## src/rtl/pr_fifo_axis_reader_if.sv

```systemverilog
// FIFO read port and AXI4-Stream master bundle used by pr_fifo_axis_reader.
// The master modport is the reader's view; the slave modport is the FIFO/consumer side.
interface pr_fifo_axis_reader_if #(
  parameter int DATA_WIDTH = 32
);
  logic [DATA_WIDTH-1:0] fifo_dout;
  logic                  fifo_empty;
  logic                  fifo_rd_en;
  logic [DATA_WIDTH-1:0] m_axis_tdata;
  logic                  m_axis_tvalid;
  logic                  m_axis_tlast;
  logic                  m_axis_tready;

  modport master (
    input  fifo_dout,
    input  fifo_empty,
    input  m_axis_tready,
    output fifo_rd_en,
    output m_axis_tdata,
    output m_axis_tvalid,
    output m_axis_tlast
  );

  modport slave (
    output fifo_dout,
    output fifo_empty,
    output m_axis_tready,
    input  fifo_rd_en,
    input  m_axis_tdata,
    input  m_axis_tvalid,
    input  m_axis_tlast
  );
endinterface

```

## src/rtl/pr_fifo_axis_reader.sv

```systemverilog
// Drains exactly `length` words from an FWFT FIFO into an AXI4-Stream burst
// through a single registered output stage, marking the final word with TLAST.
module pr_fifo_axis_reader #(
  parameter int DATA_WIDTH = 32,
  parameter int LEN_WIDTH  = 16
) (
  input  logic                   clk,
  input  logic                   rst,
  input  logic                   start,
  input  logic [LEN_WIDTH-1:0]   length,
  output logic                   busy,
  output logic                   done,
  output logic [LEN_WIDTH-1:0]   sent_count,
  pr_fifo_axis_reader_if.master  bus
);

  typedef enum logic [0:0] {
    ST_IDLE   = 1'b0,
    ST_STREAM = 1'b1
  } state_e;

  localparam logic [LEN_WIDTH-1:0] LEN_ZERO = {LEN_WIDTH{1'b0}};
  localparam logic [LEN_WIDTH-1:0] LEN_ONE  = {{(LEN_WIDTH-1){1'b0}}, 1'b1};

  state_e                  state_q,      state_d;
  logic [LEN_WIDTH-1:0]    remaining_q,  remaining_d;
  logic [LEN_WIDTH-1:0]    sent_count_q, sent_count_d;
  logic                    done_q,       done_d;
  logic [DATA_WIDTH-1:0]   tdata_q,      tdata_d;
  logic                    tvalid_q,     tvalid_d;
  logic                    tlast_q,      tlast_d;

  logic                    load_s;
  logic                    hs_s;

  // Pop when streaming, words are still owed, the FIFO has one, and the output slot frees up.
  always_comb begin
    hs_s   = tvalid_q && bus.m_axis_tready;
    load_s = (state_q == ST_STREAM) && (remaining_q != LEN_ZERO) &&
             !bus.fifo_empty && (!tvalid_q || bus.m_axis_tready);
  end

  // Next-state, output stage and counters.
  always_comb begin
    state_d      = state_q;
    remaining_d  = remaining_q;
    sent_count_d = sent_count_q;
    done_d       = 1'b0;
    tdata_d      = tdata_q;
    tvalid_d     = tvalid_q;
    tlast_d      = tlast_q;

    case (state_q)
      ST_IDLE: begin
        if (start) begin
          sent_count_d = LEN_ZERO;
          if (length != LEN_ZERO) begin
            remaining_d = length;
            state_d     = ST_STREAM;
          end else begin
            done_d = 1'b1;
          end
        end else begin
          state_d = ST_IDLE;
        end
      end

      ST_STREAM: begin
        if (load_s) begin
          tdata_d     = bus.fifo_dout;
          tvalid_d    = 1'b1;
          tlast_d     = (remaining_q == LEN_ONE);
          remaining_d = remaining_q - LEN_ONE;
        end else if (hs_s) begin
          tvalid_d = 1'b0;
          tlast_d  = 1'b0;
        end else begin
          tvalid_d = tvalid_q;
        end

        // The final word can never coincide with a load: remaining is already zero.
        if (hs_s) begin
          sent_count_d = sent_count_q + LEN_ONE;
          if (tlast_q) begin
            done_d   = 1'b1;
            state_d  = ST_IDLE;
            tvalid_d = 1'b0;
            tlast_d  = 1'b0;
          end else begin
            state_d = ST_STREAM;
          end
        end else begin
          sent_count_d = sent_count_q;
        end
      end

      default: begin
        state_d  = ST_IDLE;
        tvalid_d = 1'b0;
        tlast_d  = 1'b0;
      end
    endcase
  end

  // State and datapath registers; reset discards any word held in the output stage.
  always_ff @(posedge clk or posedge rst) begin
    if (rst) begin
      state_q      <= ST_IDLE;
      remaining_q  <= LEN_ZERO;
      sent_count_q <= LEN_ZERO;
      done_q       <= 1'b0;
      tdata_q      <= {DATA_WIDTH{1'b0}};
      tvalid_q     <= 1'b0;
      tlast_q      <= 1'b0;
    end else begin
      state_q      <= state_d;
      remaining_q  <= remaining_d;
      sent_count_q <= sent_count_d;
      done_q       <= done_d;
      tdata_q      <= tdata_d;
      tvalid_q     <= tvalid_d;
      tlast_q      <= tlast_d;
    end
  end

  assign busy              = (state_q == ST_STREAM);
  assign done              = done_q;
  assign sent_count        = sent_count_q;
  assign bus.fifo_rd_en    = load_s;
  assign bus.m_axis_tdata  = tdata_q;
  assign bus.m_axis_tvalid = tvalid_q;
  assign bus.m_axis_tlast  = tlast_q;

endmodule

```

## src/flat_wrapper.sv

```systemverilog
// flat-port wrapper written by rule: the top's interface ports become plain ports
module pr_fifo_axis_reader_flat 
#(
  parameter int DATA_WIDTH = 32,
  parameter int LEN_WIDTH  = 16
)
  (clk, rst, start, length, busy, done, sent_count, bus_fifo_dout, bus_fifo_empty, bus_m_axis_tready, bus_fifo_rd_en, bus_m_axis_tdata, bus_m_axis_tvalid, bus_m_axis_tlast);
  pr_fifo_axis_reader_if #(.DATA_WIDTH(DATA_WIDTH)) bus_i ();
  input  logic clk;
  input  logic rst;
  input  logic start;
  input  logic [LEN_WIDTH-1:0] length;
  output logic busy;
  output logic done;
  output logic [LEN_WIDTH-1:0] sent_count;
  input wire logic [$bits(bus_i.fifo_dout)-1:0] bus_fifo_dout;
  input wire logic [$bits(bus_i.fifo_empty)-1:0] bus_fifo_empty;
  input wire logic [$bits(bus_i.m_axis_tready)-1:0] bus_m_axis_tready;
  output wire logic [$bits(bus_i.fifo_rd_en)-1:0] bus_fifo_rd_en;
  output wire logic [$bits(bus_i.m_axis_tdata)-1:0] bus_m_axis_tdata;
  output wire logic [$bits(bus_i.m_axis_tvalid)-1:0] bus_m_axis_tvalid;
  output wire logic [$bits(bus_i.m_axis_tlast)-1:0] bus_m_axis_tlast;
  assign bus_i.fifo_dout = bus_fifo_dout;
  assign bus_i.fifo_empty = bus_fifo_empty;
  assign bus_i.m_axis_tready = bus_m_axis_tready;
  assign bus_fifo_rd_en = bus_i.fifo_rd_en;
  assign bus_m_axis_tdata = bus_i.m_axis_tdata;
  assign bus_m_axis_tvalid = bus_i.m_axis_tvalid;
  assign bus_m_axis_tlast = bus_i.m_axis_tlast;
  pr_fifo_axis_reader #(.DATA_WIDTH(DATA_WIDTH), .LEN_WIDTH(LEN_WIDTH)) u_core (.clk(clk), .rst(rst), .start(start), .length(length), .busy(busy), .done(done), .sent_count(sent_count), .bus(bus_i));
endmodule
```

## config.mk

```make
export PLATFORM = sky130hd
export DESIGN_NAME = pr_fifo_axis_reader_flat
export DESIGN_NICKNAME = d
export VERILOG_FILES = /design/src/rtl/pr_fifo_axis_reader_if.sv /design/src/rtl/pr_fifo_axis_reader.sv /design/src/flat_wrapper.sv
export SDC_FILE = /design/constraint.sdc
export NUM_CORES = 1
export LEC_CHECK = 0
export ABC_AREA = 0
export BUFFER_PORTS_ARGS = -buffer_cell sky130_fd_sc_hd__buf_2
export CAP_MARGIN = 30
export CORE_MARGIN = 1.5
export CORE_UTILIZATION = 55
export CTS_BUF_LIST = sky130_fd_sc_hd__clkbuf_8
export DETAILED_ROUTE_END_ITERATION = 6
export GPL_ROUTABILITY_DRIVEN = 0
export GPL_TIMING_DRIVEN = 0
export PLACE_DENSITY = 0.9
export SYNTH_ARGS = -nofsm -noshare
export SYNTH_HDL_FRONTEND = slang
export SYNTH_SLANG_ARGS = --single-unit
```

## constraint.sdc

```tcl
create_clock -name clk -period 4.91 [get_ports clk]
set_input_delay 0.491 -clock clk [delete_from_list [all_inputs] [get_ports clk]]
set_output_delay 0.491 -clock clk [all_outputs]
set_load 0.05 [all_outputs]
```

* After elaboration in Yosys (flattened, before gate mapping)
Cells that the tools add are included.
** Cells by class
- Add/sub/neg operators :: 2
- Equal/unequal tests :: 5
- Muxes and demuxes :: 25
- Bitwise logic cells :: 1
- Reductions and logical operators :: 12
** Operator list (count)
- two-way mux 16 bit :: 5
- one-hot mux 16 bit (2 select lines) :: 2
- nonzero test 16 bit :: 2
- adder 16 x 1 -> 16 bit (second input constant) :: 1
- equality test 16 x 1 -> 1 bit (second input constant) :: 1
- two-way mux 1 bit :: 16
- subtractor 16 x 1 -> 16 bit (second input constant) :: 1
- inequality test 2 bit (second input constant) :: 3
- logical AND 1 bit :: 4
- one-hot mux 1 bit (2 select lines) :: 2
- AND reduction 2 bit :: 2
- AND reduction 3 bit :: 1
- logical NOT 1 bit :: 2
- inequality test 2 x 1 -> 1 bit (second input constant) :: 1
- logical OR 1 bit :: 1
- inverter 1 bit :: 1
** Storage, ports and cells
- Register bits :: 68
- Input port bits :: 53
- Output and inout port bits :: 53
- Word-level logic and storage cells :: 52

* Logic depth before layout (Yosys ltp)
- Depth after elaboration :: 7
- Gate-level depth with buffers :: 9
- Gate-level depth less buffers :: 8

* Least setup slack after synthesis
OpenSTA, ideal clock, no wires.
- Path type :: reg2reg
- Start point :: reg u_core.state_q, in the netlist u_core.busy
- End point :: reg u_core.sent_count_q[11], in the netlist u_core.sent_count[11]
- Setup time :: 0.132 ns
- Arrival :: 2.127 ns
- Required time :: 4.778 ns
- Setup slack :: 2.651 ns
- Stages on the path, launching flop included :: 7
- Buffers on the path :: 1
- Clock period less this slack :: 2.259 ns
- Cell sequence :: dfrtp_1 > buf_4 > nand3_1 > a2111oi_0 > nand4_1 > xor2_1 > nor2_1
** On the way
- Word-level cells in the longest chain between the ends :: 3
- Elaborated cells on any way between the ends :: 5
- Those cells by class :: 2 x eq/ne; 1 x mux; 1 x bitwise; 1 x reduce/logical
** RTL lines
- from (decl) :: line pr_fifo_axis_reader.sv:25 : state_e state_q, state_d;
- from (signal assigned) :: line pr_fifo_axis_reader.sv:116 : state_q <= state_d;
- inverter 1 bit :: line pr_fifo_axis_reader.sv:53 : case (state_q)
- inequality test 2 bit (no source line)
- AND reduction 2 bit (no source line)
- to (signal assigned) :: line pr_fifo_axis_reader.sv:118 : sent_count_q <= sent_count_d;
- to (decl) :: line pr_fifo_axis_reader.sv:27 : logic [LEN_WIDTH-1:0] sent_count_q, sent_count_d;
Several ways; a longest one is shown, not always the timed one.
A chain may end at the register's enable or synchronous reset.

* Worst setup path after layout
- Start point :: reg u_core.remaining_q[0]
- End point :: out bus_fifo_rd_en
** On the way
- Word-level cells in the longest chain between the ends :: 4
** RTL lines
- from (decl) :: line pr_fifo_axis_reader.sv:26 : logic [LEN_WIDTH-1:0] remaining_q, remaining_d;
- from (signal assigned) :: line pr_fifo_axis_reader.sv:117 : remaining_q <= remaining_d;
- nonzero test 16 bit :: line pr_fifo_axis_reader.sv:39 : load_s = (state_q == ST_STREAM) && (remaining_q != LEN_ZERO) &&
- logical AND 1 bit (2 in series) :: line pr_fifo_axis_reader.sv:39
- logical AND 1 bit :: line pr_fifo_axis_reader.sv:40 : !bus.fifo_empty && (!tvalid_q || bus.m_axis_tready);
- to (decl) :: line flat_wrapper.sv:19 : output wire logic [$bits(bus_i.fifo_rd_en)-1:0] bus_fifo_rd_en;
Every way passes these cells.

==> impl_results.md <==
* Status: finished, final reports clean
* CTS tree: yes
* Tightest hold margin at roughly 0.25 ns
* Seq/Total Area, Yosys at just under 50%
* Setup TNS at 0 ns
* Chip Height at between 80 and 90 um
* Fin util at between 70% and 80%
* Top_reg_cell synth: dfrtp_1
* Total leakage power at around 2.1 nW
* Vias at about 2,900
* First-pass GRT wire length at approximately 13,000 um
* Final Cycle Share at approximately three fifths
* CP Cell Sequence: inv_1, ha_1, or3b_2, nor4_4, or2_4, inv_4, buf_6, buf_2
* Total GRT Usage at between 20% and 30%
* Routed len/inst at 16.8 um
* Area grow syn2layout at 24.0%
* Endpoints failing hold at 0
* Post-layout min period at 2.89 ns
* Initial antenna violation count at 0
* Core Footprint at roughly 6000 sq um
* Unrepaired setup endpoints after global routing: no
* Clk Latency, worst-skew pair at 0.34 ns
* Share of cells above drive strength 1 at about 39%
* Data required, critical path at ~4.4 ns
* Final setup viols at 0
* CP Launch Type: register
* Hold_buf cts at 0
* Number of global-route vias before repair at 2,674
* Dpl cells at between 400 and 500
* CP max-delay cell: or3b_2
* Pin count of the biggest net entering global routing at 38
* Worst min-delay path class: input port to asynchronous set/reset pin
* Initial core utilization at 57.6%
* Via/cell ratio at around 5.8
* H-tree depth at 3
* Worst r2r src: u_core.remaining_q[0]
* FF-to-FF setup slack at 2.57 ns
* CTS Buffer Depth at 2
* Initial detailed-routing violation count at ~170
* Postcts setup bufs at 0
* FILL cells at 429
* Num rows at 28
* Port Buffers at around 110
* Drt total wl at roughly 8400 um
* Max_cap viols at 0
* Max Clock Freq at between 300 and 400 MHz
* 1st-pass router iterations at 7
* Slew headroom at approximately 47%
* Placed cell areas at slightly above 4000 sq um
* Non-filler cells, final at about 500
* Synth async-reset ratio at between 90% and 100%
* Crit Path Category: register to primary output
* Die width at about 80 um
* Dpl hpwl at around 6000 um
* Reg clk slew, reported paths at approximately 0.080 ns
* Most frequent cells in the layout: 106 x buf_2, 68 x dfrtp_1, 32 x mux2_4
* Yosys warnings at 0
* Clk root buf: clkbuf_8
* Post-DRT Antenna Nets at 0
* WP data arrival at ~2.4 ns
* Clock Sink Count at 68
* VDD IR max at approximately 0.00047 V
* Die area at 6760 sq um
* Post-synth EDFFs at 0
* Number of diodes at 0
* Mapped Cells at ~300
* PwrDens at between 700 and 800 nW/um^2
* Total power at approximately 3 mW
* Final #Nets at ~480
* Crit path largest cell delay at roughly 0.49 ns
* Final WS setup at ~2 ns
* Worst-Margin Slew at 0.787 ns
* Synth unique cells at 55
* CTS resizes at 0
* Fin. max-slew vios at 0
* Residual DRC count at 0
* Synthesized area at between 3000 and 4000 sq um
* Top-Level Pins at ~110
* Synth Net Count at ~360
* Mean Syn Cell Area at 11.5 sq um
* Worst R2R Path Depth at 8
* Top delay family on crit path: simple AND/OR/NAND/NOR gates
* #FFs+latches synth at between 60 and 70
* Grt ovf at 0
* Inserted Clock Buffers at 9
* R2r endpoint: u_core.remaining_q[11]
* Critical path buffers and inverters at 4
* Fin Clk Skew at between 0.01 and 0.015 ns
* Most common cell after layout, fill and taps aside: buf_2
* Place WS at about 2.1 ns
* CP max FO at 10
* Critical Path End Type: primary output
* Post-route cell area at approximately 4300 sq um
cell type report:
class / instances / area, sq um / area share [%]
clock buffers: 10 / 138 / 3.22
inverters: 9 / 36.3 / 0.848
repair buffers: 107 / 549 / 12.8
plain buffers: 13 / 118 / 2.75
clock inverters: 5 / 46.3 / 1.08
multi-input cells: 211 / 1600 / 37.3
well taps: 75 / 93.8 / 2.19
flip-flops and latches: 68 / 1700 / 39.8
where the power goes:
| part | total [mW] | leakage (nW) | internal (mW) | switching [mW] |
|---|---|---|---|---|
| sequential | 0.963 | 0.837 | 0.782 | 0.181 |
| clock | 0.438 | 0.106 | 0.240 | 0.198 |
| combinational | 1.61 | 1.15 | 0.555 | 1.05 |
| total | 3.01 | 2.09 | 1.58 | 1.43 |
state kept, by name, summed over array words and instances, names as in the netlist:
signal	flops
u_core.bus.m_axis_tlast	1
u_core.busy	1
u_core.done	1
u_core.sent_count	16
u_core.bus.m_axis_tdata	32
u_core.remaining_q	16
u_core.bus.m_axis_tvalid	1
logic make-up after synthesis:
group,count (synthesis),share of synthesized area (%)
XOR/XNOR,13,3.30
AO/OA/AOI/OAI,59,11.5
multiplexers,32,13.9
buffers and inverters,22,4.46
AND/OR/NAND/NOR,103,16.1
flip-flops,68,49.3
adder cells (fa/ha/maj),4,1.45
worst max-delay path by stage:
stage,from,end,depth (start not counted)
after floorplan,u_core.busy,u_core.sent_count[11],6
after global placement,rst,u_core.bus.m_axis_tdata[30],2
after detailed placement,length[11],u_core.remaining_q[4],8
after CTS,u_core.remaining_q[0],bus_fifo_rd_en,8
after global routing,u_core.remaining_q[0],bus_fifo_rd_en,8
final,u_core.remaining_q[0],bus_fifo_rd_en,8
worst reg2reg max path, stage by stage, from the launching register on:
cell,delay (ns)
dfrtp_1,0.41
inv_1,0.14
ha_1,0.19
or3b_2,0.49
nor4_4,0.19
o21ai_0,0.21
clkbuf_1,0.31
o22ai_1,0.20
a21oi_1,0.07
metal layers:
layer | global-route usage, % | vias to the layer above | share of wire, %
met3 | 7.36 | 24 | 7.8
met5 | 0 | - | 0
met2 | 42.4 | 153 | 48
met4 | 10.2 | 0 | 2.3
li1 | - | 1336 | -
met1 | 32.5 | 1351 | 42
synth_stat cells (2+ instances only):
cell type  instances  share of area (%)
dfrtp_1           68                 49
mux2_4            32                 14
nor2_1            26                2.8
nand2_1           22                2.4
o21ai_0           16                2.3
nand3_1           13                1.9
a21oi_1           10                1.4
inv_1              8               0.87
nand4_1            7                1.3
nor4_1             7                1.3
xor2_1             7                1.8
clkbuf_1           6               0.65
xnor2_1            6                1.5
and3_1             5               0.91
nor2b_1            5               0.91
o22ai_1            5               0.91
ha_1               4                1.4
a22oi_1            3               0.65
a32oi_1            3               0.76
buf_12             3                1.7
nor3_1             3               0.43
a31oi_1            2               0.36
and4_1             2               0.51
buf_6              2               0.65
nand2b_1           2               0.36
nor4_4             2                1.2
o21a_1             2               0.43
o311ai_0           2               0.51
or4_1              2               0.43
Power figures use the tool's default switching activity.
